`config.mk`:
```
export PLATFORM = sky130hd
export DESIGN_NAME = data_tx_framer
export DESIGN_NICKNAME = d
export VERILOG_FILES = /design/src/rtl/data_tx_framer.sv
export SDC_FILE = /design/constraint.sdc
export NUM_CORES = 1
export LEC_CHECK = 0
export BUFFER_PORTS_ARGS = -buffer_cell sky130_fd_sc_hd__buf_2
export CAP_MARGIN = 30
export CORE_UTILIZATION = 25
export DETAILED_ROUTE_END_ITERATION = 10
export PLACE_DENSITY = 0.38
export SYNTH_ARGS = -nofsm -noshare
export SYNTH_HDL_FRONTEND = slang
export SYNTH_SLANG_ARGS = --single-unit
```
`constraint.sdc`:
```
create_clock -name ReadClock -period 2.8 [get_ports ReadClock]
set_clock_uncertainty 0.2 [all_clocks]
set_input_delay 0.28 -clock ReadClock [delete_from_list [all_inputs] [get_ports ReadClock]]
set_output_delay 0.28 -clock ReadClock [all_outputs]
set_load 0.02 [all_outputs]
```
`src/rtl/data_tx_framer.sv`:
```
// Byte framer between accumulator storage and the UART transmitter: pulls storage bytes,
// merges generated EOD bytes through a small FIFO. Optional trailing checksum: FRAMER_CHECKSUM_EN.
module data_tx_framer #(
  parameter int GEN_DEPTH     = 4,
  parameter int SETTLE_CYCLES = 2
) (
  input  logic        ReadClock,
  input  logic        nReset,
  input  logic        Enable,
  input  logic [7:0]  DataIn,
  input  logic        DataReady,
  input  logic [7:0]  GenData,
  input  logic        GenStrobe,
  input  logic        TxBusy,
  output logic        ReadEnable,
  output logic [7:0]  TxData,
  output logic        TxStart,
  output logic [10:0] ByteCount,
  output logic        GenOverflow,
  output logic        Busy
);

  localparam int AW = (GEN_DEPTH > 1) ? $clog2(GEN_DEPTH) : 1;
  localparam int SW = (SETTLE_CYCLES > 1) ? $clog2(SETTLE_CYCLES) : 1;
  localparam logic [AW:0]   GEN_FULL    = (AW+1)'(GEN_DEPTH);
  localparam logic [SW-1:0] SETTLE_LAST = SW'(SETTLE_CYCLES - 1);

  localparam logic [2:0] S_IDLE   = 3'd0;
  localparam logic [2:0] S_DATA   = 3'd1;
  localparam logic [2:0] S_SETTLE = 3'd2;
  localparam logic [2:0] S_GEN    = 3'd3;
`ifdef FRAMER_CHECKSUM_EN
  localparam logic [2:0] S_CSUM   = 3'd4;
`endif
  localparam logic [2:0] S_GAP    = 3'd5;

  logic [7:0]    r_gen_mem [GEN_DEPTH];
  logic [AW-1:0] r_wr_ptr, r_rd_ptr;
  logic [AW:0]   r_gen_cnt;
  logic [2:0]    r_state;
  logic [SW-1:0] r_settle_cnt;
  logic          r_last_80, r_pair_done;
  logic          r_read_enable, r_tx_start, r_gen_overflow, r_busy;
  logic [7:0]    r_tx_data;
  logic [10:0]   r_byte_count;
`ifdef FRAMER_CHECKSUM_EN
  logic [7:0]    r_csum;
  logic          r_csum_armed;
`endif

  logic          w_gen_empty, w_gen_full, w_decide, w_go_gen, w_go_data;
  logic          w_push, w_pop, w_csum_fire, w_rec_clear;
  logic [7:0]    w_head;
  logic [2:0]    w_next_state;
  logic [AW:0]   w_next_cnt;

  assign w_gen_empty = (r_gen_cnt == (AW+1)'(0));
  assign w_gen_full  = (r_gen_cnt == GEN_FULL);
  assign w_head      = r_gen_mem[r_rd_ptr];
  // The last SETTLE cycle makes the same launch decision as IDLE, so data bytes run 1+SETTLE_CYCLES apart.
  assign w_decide    = (r_state == S_IDLE) ||
                       ((r_state == S_SETTLE) && (r_settle_cnt == SETTLE_LAST));
  assign w_go_gen    = w_decide && !w_gen_empty && !TxBusy;
  assign w_go_data   = w_decide && !w_go_gen && DataReady && Enable && !TxBusy;
  assign w_pop       = w_go_gen;
  assign w_push      = GenStrobe && (!w_gen_full || w_pop);

`ifdef FRAMER_CHECKSUM_EN
  assign w_csum_fire = (r_state == S_CSUM) && r_csum_armed && !TxBusy;
  assign w_rec_clear = w_csum_fire;
`else
  assign w_csum_fire = 1'b0;
  assign w_rec_clear = (r_state == S_GEN) && r_pair_done;
`endif

  always_comb begin
    w_next_state = r_state;
    case (r_state)
      S_IDLE, S_SETTLE: begin
        if (w_go_gen)                                           w_next_state = S_GEN;
        else if (w_go_data)                                     w_next_state = S_DATA;
        else if ((r_state == S_SETTLE) && !w_decide)            w_next_state = S_SETTLE;
        else                                                    w_next_state = S_IDLE;
      end
      S_DATA: w_next_state = S_SETTLE;
      S_GEN: begin
`ifdef FRAMER_CHECKSUM_EN
        if (r_pair_done) w_next_state = S_CSUM;
        else             w_next_state = S_GAP;
`else
        w_next_state = S_GAP;
`endif
      end
`ifdef FRAMER_CHECKSUM_EN
      S_CSUM: begin
        if (w_csum_fire) w_next_state = S_GAP;
        else             w_next_state = S_CSUM;
      end
`endif
      // GAP spans the cycle after any TxStart, when the UART busy flag is not yet meaningful.
      S_GAP: begin
        if (r_tx_start) w_next_state = S_GAP;
        else            w_next_state = S_IDLE;
      end
      default: w_next_state = S_IDLE;
    endcase
  end

  always_comb begin
    w_next_cnt = r_gen_cnt;
    case ({w_push, w_pop})
      2'b10:   w_next_cnt = r_gen_cnt + (AW+1)'(1);
      2'b01:   w_next_cnt = r_gen_cnt - (AW+1)'(1);
      default: w_next_cnt = r_gen_cnt;
    endcase
  end

  always_ff @(posedge ReadClock) begin
    if (w_push) r_gen_mem[r_wr_ptr] <= GenData;
  end

  always_ff @(posedge ReadClock) begin
    if (!nReset) begin
      r_state        <= S_IDLE;
      r_settle_cnt   <= SW'(0);
      r_wr_ptr       <= AW'(0);
      r_rd_ptr       <= AW'(0);
      r_gen_cnt      <= (AW+1)'(0);
      r_last_80      <= 1'b0;
      r_pair_done    <= 1'b0;
      r_read_enable  <= 1'b0;
      r_tx_start     <= 1'b0;
      r_tx_data      <= 8'h00;
      r_byte_count   <= 11'd0;
      r_gen_overflow <= 1'b0;
      r_busy         <= 1'b0;
`ifdef FRAMER_CHECKSUM_EN
      r_csum         <= 8'h00;
      r_csum_armed   <= 1'b0;
`endif
    end else begin
      r_state       <= w_next_state;
      r_settle_cnt  <= ((r_state == S_SETTLE) && (w_next_state == S_SETTLE)) ?
                       r_settle_cnt + SW'(1) : SW'(0);
      r_read_enable <= w_go_data;
      r_tx_start    <= w_go_gen | w_go_data | w_csum_fire;
      r_gen_cnt     <= w_next_cnt;
      r_busy        <= (w_next_state != S_IDLE) || (w_next_cnt != (AW+1)'(0));
      if (w_push)                r_wr_ptr       <= r_wr_ptr + AW'(1);
      if (w_pop)                 r_rd_ptr       <= r_rd_ptr + AW'(1);
      if (GenStrobe && !w_push)  r_gen_overflow <= 1'b1;
      // EOD pair detection: 0x01 counts only when the previously popped gen byte was 0x80.
      if (w_pop) begin
        r_last_80   <= (w_head == 8'h80);
        r_pair_done <= r_last_80 && (w_head == 8'h01);
      end else begin
        r_pair_done <= 1'b0;
      end
      if (w_go_gen)       r_tx_data <= w_head;
      else if (w_go_data) r_tx_data <= DataIn;
`ifdef FRAMER_CHECKSUM_EN
      else if (w_csum_fire) r_tx_data <= r_csum;
      r_csum_armed <= (r_state == S_CSUM) && !w_csum_fire;
      if (w_csum_fire)    r_csum <= 8'h00;
      else if (w_go_data) r_csum <= r_csum + DataIn;
`endif
      if (w_rec_clear)                             r_byte_count <= 11'd0;
      else if (w_go_data && (r_byte_count != 11'd2047)) r_byte_count <= r_byte_count + 11'd1;
    end
  end

  assign ReadEnable  = r_read_enable;
  assign TxData      = r_tx_data;
  assign TxStart     = r_tx_start;
  assign ByteCount   = r_byte_count;
  assign GenOverflow = r_gen_overflow;
  assign Busy        = r_busy;

endmodule

```
Word level (Yosys, flattened, before mapping)
Memory sizes are Yosys's and may differ from the RTL's. A register that Yosys moved wholly into a read port is not among the register bits.
Cells that the tools add are included.

storage, ports and cells
  RAM bits = 32
  memories = 1
  bits in registers = 36
  word-level logic and storage cells = 77
  output and inout bits = 23
  bits of input ports = 22

cells by class
  bitwise gates (word level) = 2
  add/sub/neg operators = 6
  equality and inequality tests = 11
  mux-type cells = 12
  reductions and logical operators = 32

memory list
  memory     depth  width  read ports  clocked after memory_dff  wr ports  RTL line  source
  r_gen_mem  4      8      1           1                         1         37        logic [7:0] r_gen_mem [GEN_DEPTH];

operators by type and width
  cell                     number
  $mux W8                  2
  $logic_and A1 B1 Y1      14
  $pmux W3 S4              1
  $add A11 B1 Y11 const B  1
  $ne A11 B11 Y1 const B   1
  $mux W2                  5
  $eq A3 B2 Y1 const B     3
  $eq A8 B1 Y1 const B     1
  $eq A8 B8 Y1 const B     1
  $eq A3 B3 Y1 const B     2
  $logic_not A1 Y1         6
  $logic_not A3 Y1         2
  $pmux W3 S2              1
  $reduce_bool A3 Y1       2
  $add A2 B1 Y2 const B    2
  $reduce_and A2 Y1        2
  $reduce_or A2 Y1         2
  $add A3 B1 Y3 const B    1
  $eq A3 B1 Y1 const B     1
  $logic_or A1 B1 Y1       3
  $mux W3                  1
  $sub A3 B1 Y3 const B    1
  $eq A2 B1 Y1 const B     1
  $eq A2 B2 Y1 const B     1
  other kinds (5)          6

Logic depth before layout (Yosys ltp)
  depth in word-level cells = 16
  mapped depth = 12
  depth with buffers taken out = 11

Worst setup path before layout
No wires, ideal clock.

  path type = register -> register
  start point = register r_state[2]
  end point = register r_busy (netlist: Busy)
  arrival time = 2,256 ps
  stages on the path, launching flop included = 11
  path slack = 263 ps
  data required time = 2,519 ps
  period minus slack after synthesis = 2,537 ps
  buffers on the path = 0
  setup time = 81 ps
  path through = dfxtp_1 > or3_1 > o21ai_1 > and2_1 > inv_1 > ha_1 > inv_1 > fa_1 > nand2b_1 > mux2i_1 > a41oi_1

on the way
  longest elaborated chain between the ends = 15
  elaborated cells between the ends (all ways) = 29
  classes of those cells = eq/ne: 6; mux: 5; reduce/logical: 18

RTL lines
  item                              RTL line    source
  start, declared                   40          logic [2:0] r_state;
  start signal, assigned            142         r_state <= w_next_state;
  $eq A3 B2 Y1                      62, 78, 82
  $logic_and A1 B1 Y1               62          ((r_state == S_SETTLE) && (r_settle_cnt == SETTLE_LAST));
  $logic_or A1 B1 Y1                61          assign w_decide = (r_state == S_IDLE) ||
  $logic_and A1 B1 Y1 (2 in a row)  63          assign w_go_gen = w_decide && !w_gen_empty && !TxBusy;
  $logic_not A1 Y1                  64          assign w_go_data = w_decide && !w_go_gen && DataReady && Enable && !TxBusy;
  $logic_and A1 B1 Y1 (4 in a row)  64
  $mux W2                           81          else if (w_go_data) w_next_state = S_DATA;
  $mux W2                           80          if (w_go_gen) w_next_state = S_GEN;
  $pmux W3 S4                       78          case (r_state)
  $reduce_bool A3 Y1                148         r_busy <= (w_next_state != S_IDLE) || (w_next_cnt != (AW+1)'(0));
  $logic_or A1 B1 Y1 *              148
  end signal, assigned              148
  end, declared                     43          logic r_read_enable, r_tx_start, r_gen_overflow, r_busy;

Every way passes the cells marked *; elsewhere a longest branch is shown, timed or not.
A chain may end at the register's enable or synchronous reset.

==> results_dict.tcl <==
set metrics [dict create \
    status "completed" \
    first_global_vias 2122 \
    max_cap_viol_count 0 \
    seq_area_frac_synth 0.5816 \
    grt_usage 0.1170 \
    start_util 0.2582 \
    cts_tree "built" \
    synth_nets 272 \
    drtIter0Drc 156 \
    grt_antenna_before_repair 0 \
    path_max_fanout 5 \
    num_vias 2129 \
    worstPathCellList "mux4_2, or4_1, or4_4, nor4b_2" \
    synthArstFlopShare 0 \
    syn_area_um2 2960 \
    wire_per_inst_um 14.68 \
    syn_inst 243 \
    placed_area_um2 3378 \
    die_area_um2 12280 \
    synth_top_family_by_area "simple AND/OR/NAND/NOR gates" \
    ant_nets 0 \
    grt_pass1_wl_mm 10.84 \
    synth-edff-count 32 \
    clkTransAtPathRegs_ns 0.06 \
    crit_arrival_ns 2.61 \
    max_stage_delay_ns 0.56 \
    wl_met1_mm 3.225 \
    nets 334 \
    numCtsBuffers 9 \
    critPathBufInv 0 \
    synth_top_flop_cell "dfxtp_1" \
    final_cell_area_um2 3774 \
    synth_fa_ha_area_frac 0.03212 \
    vias_per_cell 4.700 \
    timing.setup.tns_ns 0 \
    timing.final.hold_violations 0 \
    ir_drop_mv 0.5713 \
    required_ns 2.85 \
    fmax_mhz 390.7 \
    die_x_um 110.8 \
    clk_latency_ns 0.34 \
    routed_wl_mm 6.650 \
    cp-start-kind "register" \
    gr-total-overflow 0 \
    io_pins 45 \
    yosys.cell_types.count 45 \
    grt_setup_unrepaired "no" \
    rows 39 \
    clock_sink_count 70 \
    diodes 0 \
    synthMuxAreaShare 0.08411 \
    min_period_over_period 0.9142 \
    cts_buffer_depth 2 \
    synth_simple_gate_area_frac 0.1564 \
    met3WireLength_um 251 \
    gp_congestion 0.7210 \
    synth_area_per_cell_um2 12.18 \
    slew_viol_final 0 \
    leakagePower_nw 1.460 \
    drc_errors 0 \
    post-route-util 0.3291 \
    cts_resized 0 \
    cts_hold_buf 8 \
    wl_met2_mm 3.051 \
    min_path_type "in2reg" \
    dr.pass1.iters 4 \
    powerDensity_nw_per_um2 915.8 \
    min_period_ns 2.560 \
    area_growth_pct 27.47 \
    core_um2 11470 \
    chipHeight_um 110.8 \
    top_layer "met4" \
    synth_compound_area_frac 0.1057 \
    relSlewSlack 0.6254 \
    hpwl_mm 4.684 \
    setup_violations 0 \
    cp-end-kind "register" \
    grt_start_max_net_pins 20 \
    cts_max_level 3 \
    cts_root_buf "clkbuf_16" \
    post_cts_buffers 0 \
    slowest_stage "mux4_2" \
    drive_gt1_frac 0.2355 \
    worst_pin_slew_ns 0.5613 \
    critPathKind "reg2reg" \
    total_power_mw 3.456 \
    critPathTopFamily "simple AND/OR/NAND/NOR gates" \
    ys_ff_latch 70 \
    ys_warn_count 0 \
    portBuffers 44 \
    whs_ns 0.07376 \
    synth-xor-area-share 0.01479 \
]
==> cell usage after synthesis, drive strengths merged, types with 2 or more instances <==
cell / n / area share
a21o: 2 / 0.0051
a21oi: 15 / 0.025
and2: 3 / 0.0063
and3: 9 / 0.019
and4: 3 / 0.0089
buf: 2 / 0.0051
clkbuf: 7 / 0.0089
dfxtp: 38 / 0.26
edfxtp: 32 / 0.32
ha: 6 / 0.025
inv: 9 / 0.011
mux2i: 5 / 0.017
mux4: 8 / 0.067
nand2: 11 / 0.014
nand2b: 3 / 0.0063
nand3: 7 / 0.012
nand4: 3 / 0.0063
nor2: 13 / 0.016
nor2b: 3 / 0.0063
nor3: 5 / 0.0085
o21a: 3 / 0.0076
o21ai: 12 / 0.020
o22ai: 8 / 0.017
o311ai: 2 / 0.0059
o31ai: 3 / 0.0076
o41ai: 2 / 0.0059
or3: 8 / 0.017
or4: 6 / 0.016
xor2: 4 / 0.012
==> worst paths after layout <==
kind,from,endpoint,slack (ns),depth (start not counted)
worst max-delay path,register,r_pair_done,0.24,4
worst min-delay path,DataIn[3],TxData[3],0.07,3
worst max register to register,register,r_pair_done,0.24,4
worst min register to register,GenOverflow,GenOverflow,0.27,1
==> state kept, by name, summed over array words and instances, names as in the netlist, 2 cells and up, named ones only <==
register and cells:
r_rd_ptr 2, TxData 8, r_gen_cnt 3, r_wr_ptr 2, r_state 3, r_gen_mem 32, ByteCount 11
==> per-layer routing <==
layer,global-route usage,up-vias
met4,0.05600,0
met5,0,-
met2,0.1764,43
li1,-,1062
met1,0.1465,1015
met3,0.04483,9
==> tightest hold or removal path, cell delays in order <==
cell and delay, ns:
buf_2 0.08, o22ai_1 0.08, a21oi_1 0.13
==> per-stage QoR <==
stage | cells | setup WS, ns
after global routing | 453 | 0.07500
final | 453 | 0.2402
after detailed placement | 429 | 0.2402
after global placement | 429 | 0.2879
after CTS | 453 | 0.2232
after floorplan | 243 | 0.2634
==> area by class of cell <==
cell class | count | area, um^2
Tap cell | 143 | 178.9
Sequential cell | 70 | 1722
Fill cell | 1143 | 7694
Inverter | 9 | 33.78
Timing Repair Buffer | 60 | 360.3
Clock inverter | 6 | 86.33
Multi-Input combinational cell | 155 | 1164
Clock buffer | 10 | 229.0
==> power breakdown <==
part           switching [mW]  internal, mW
registers               0.105          1.23
clock network           0.435         0.778
logic                   0.514         0.399
==> logic make-up (layout without fill, tap and decap cells) <==
group	count (synthesis)	count (layout)
buffers and inverters	18	85
muxes	13	13
and+or+nand+nor	80	80
AOI/OAI and AO/OA	50	50
DFF	70	70
xor gates and xnor gates	5	5
adders and majority gates	7	7
==> placed cells by master (no fill, tap or decap), types with 9 or more instances in the layout <==
cell type and n:
buf_2 44, dfxtp_1 38, edfxtp_1 32, a21oi_1 15, nor2_1 13, nand2_1 11, o21ai_0 11, inv_1 9
and3_1 9, clkbuf_16 9
Note: power is estimated with default switching activity, not from simulation.
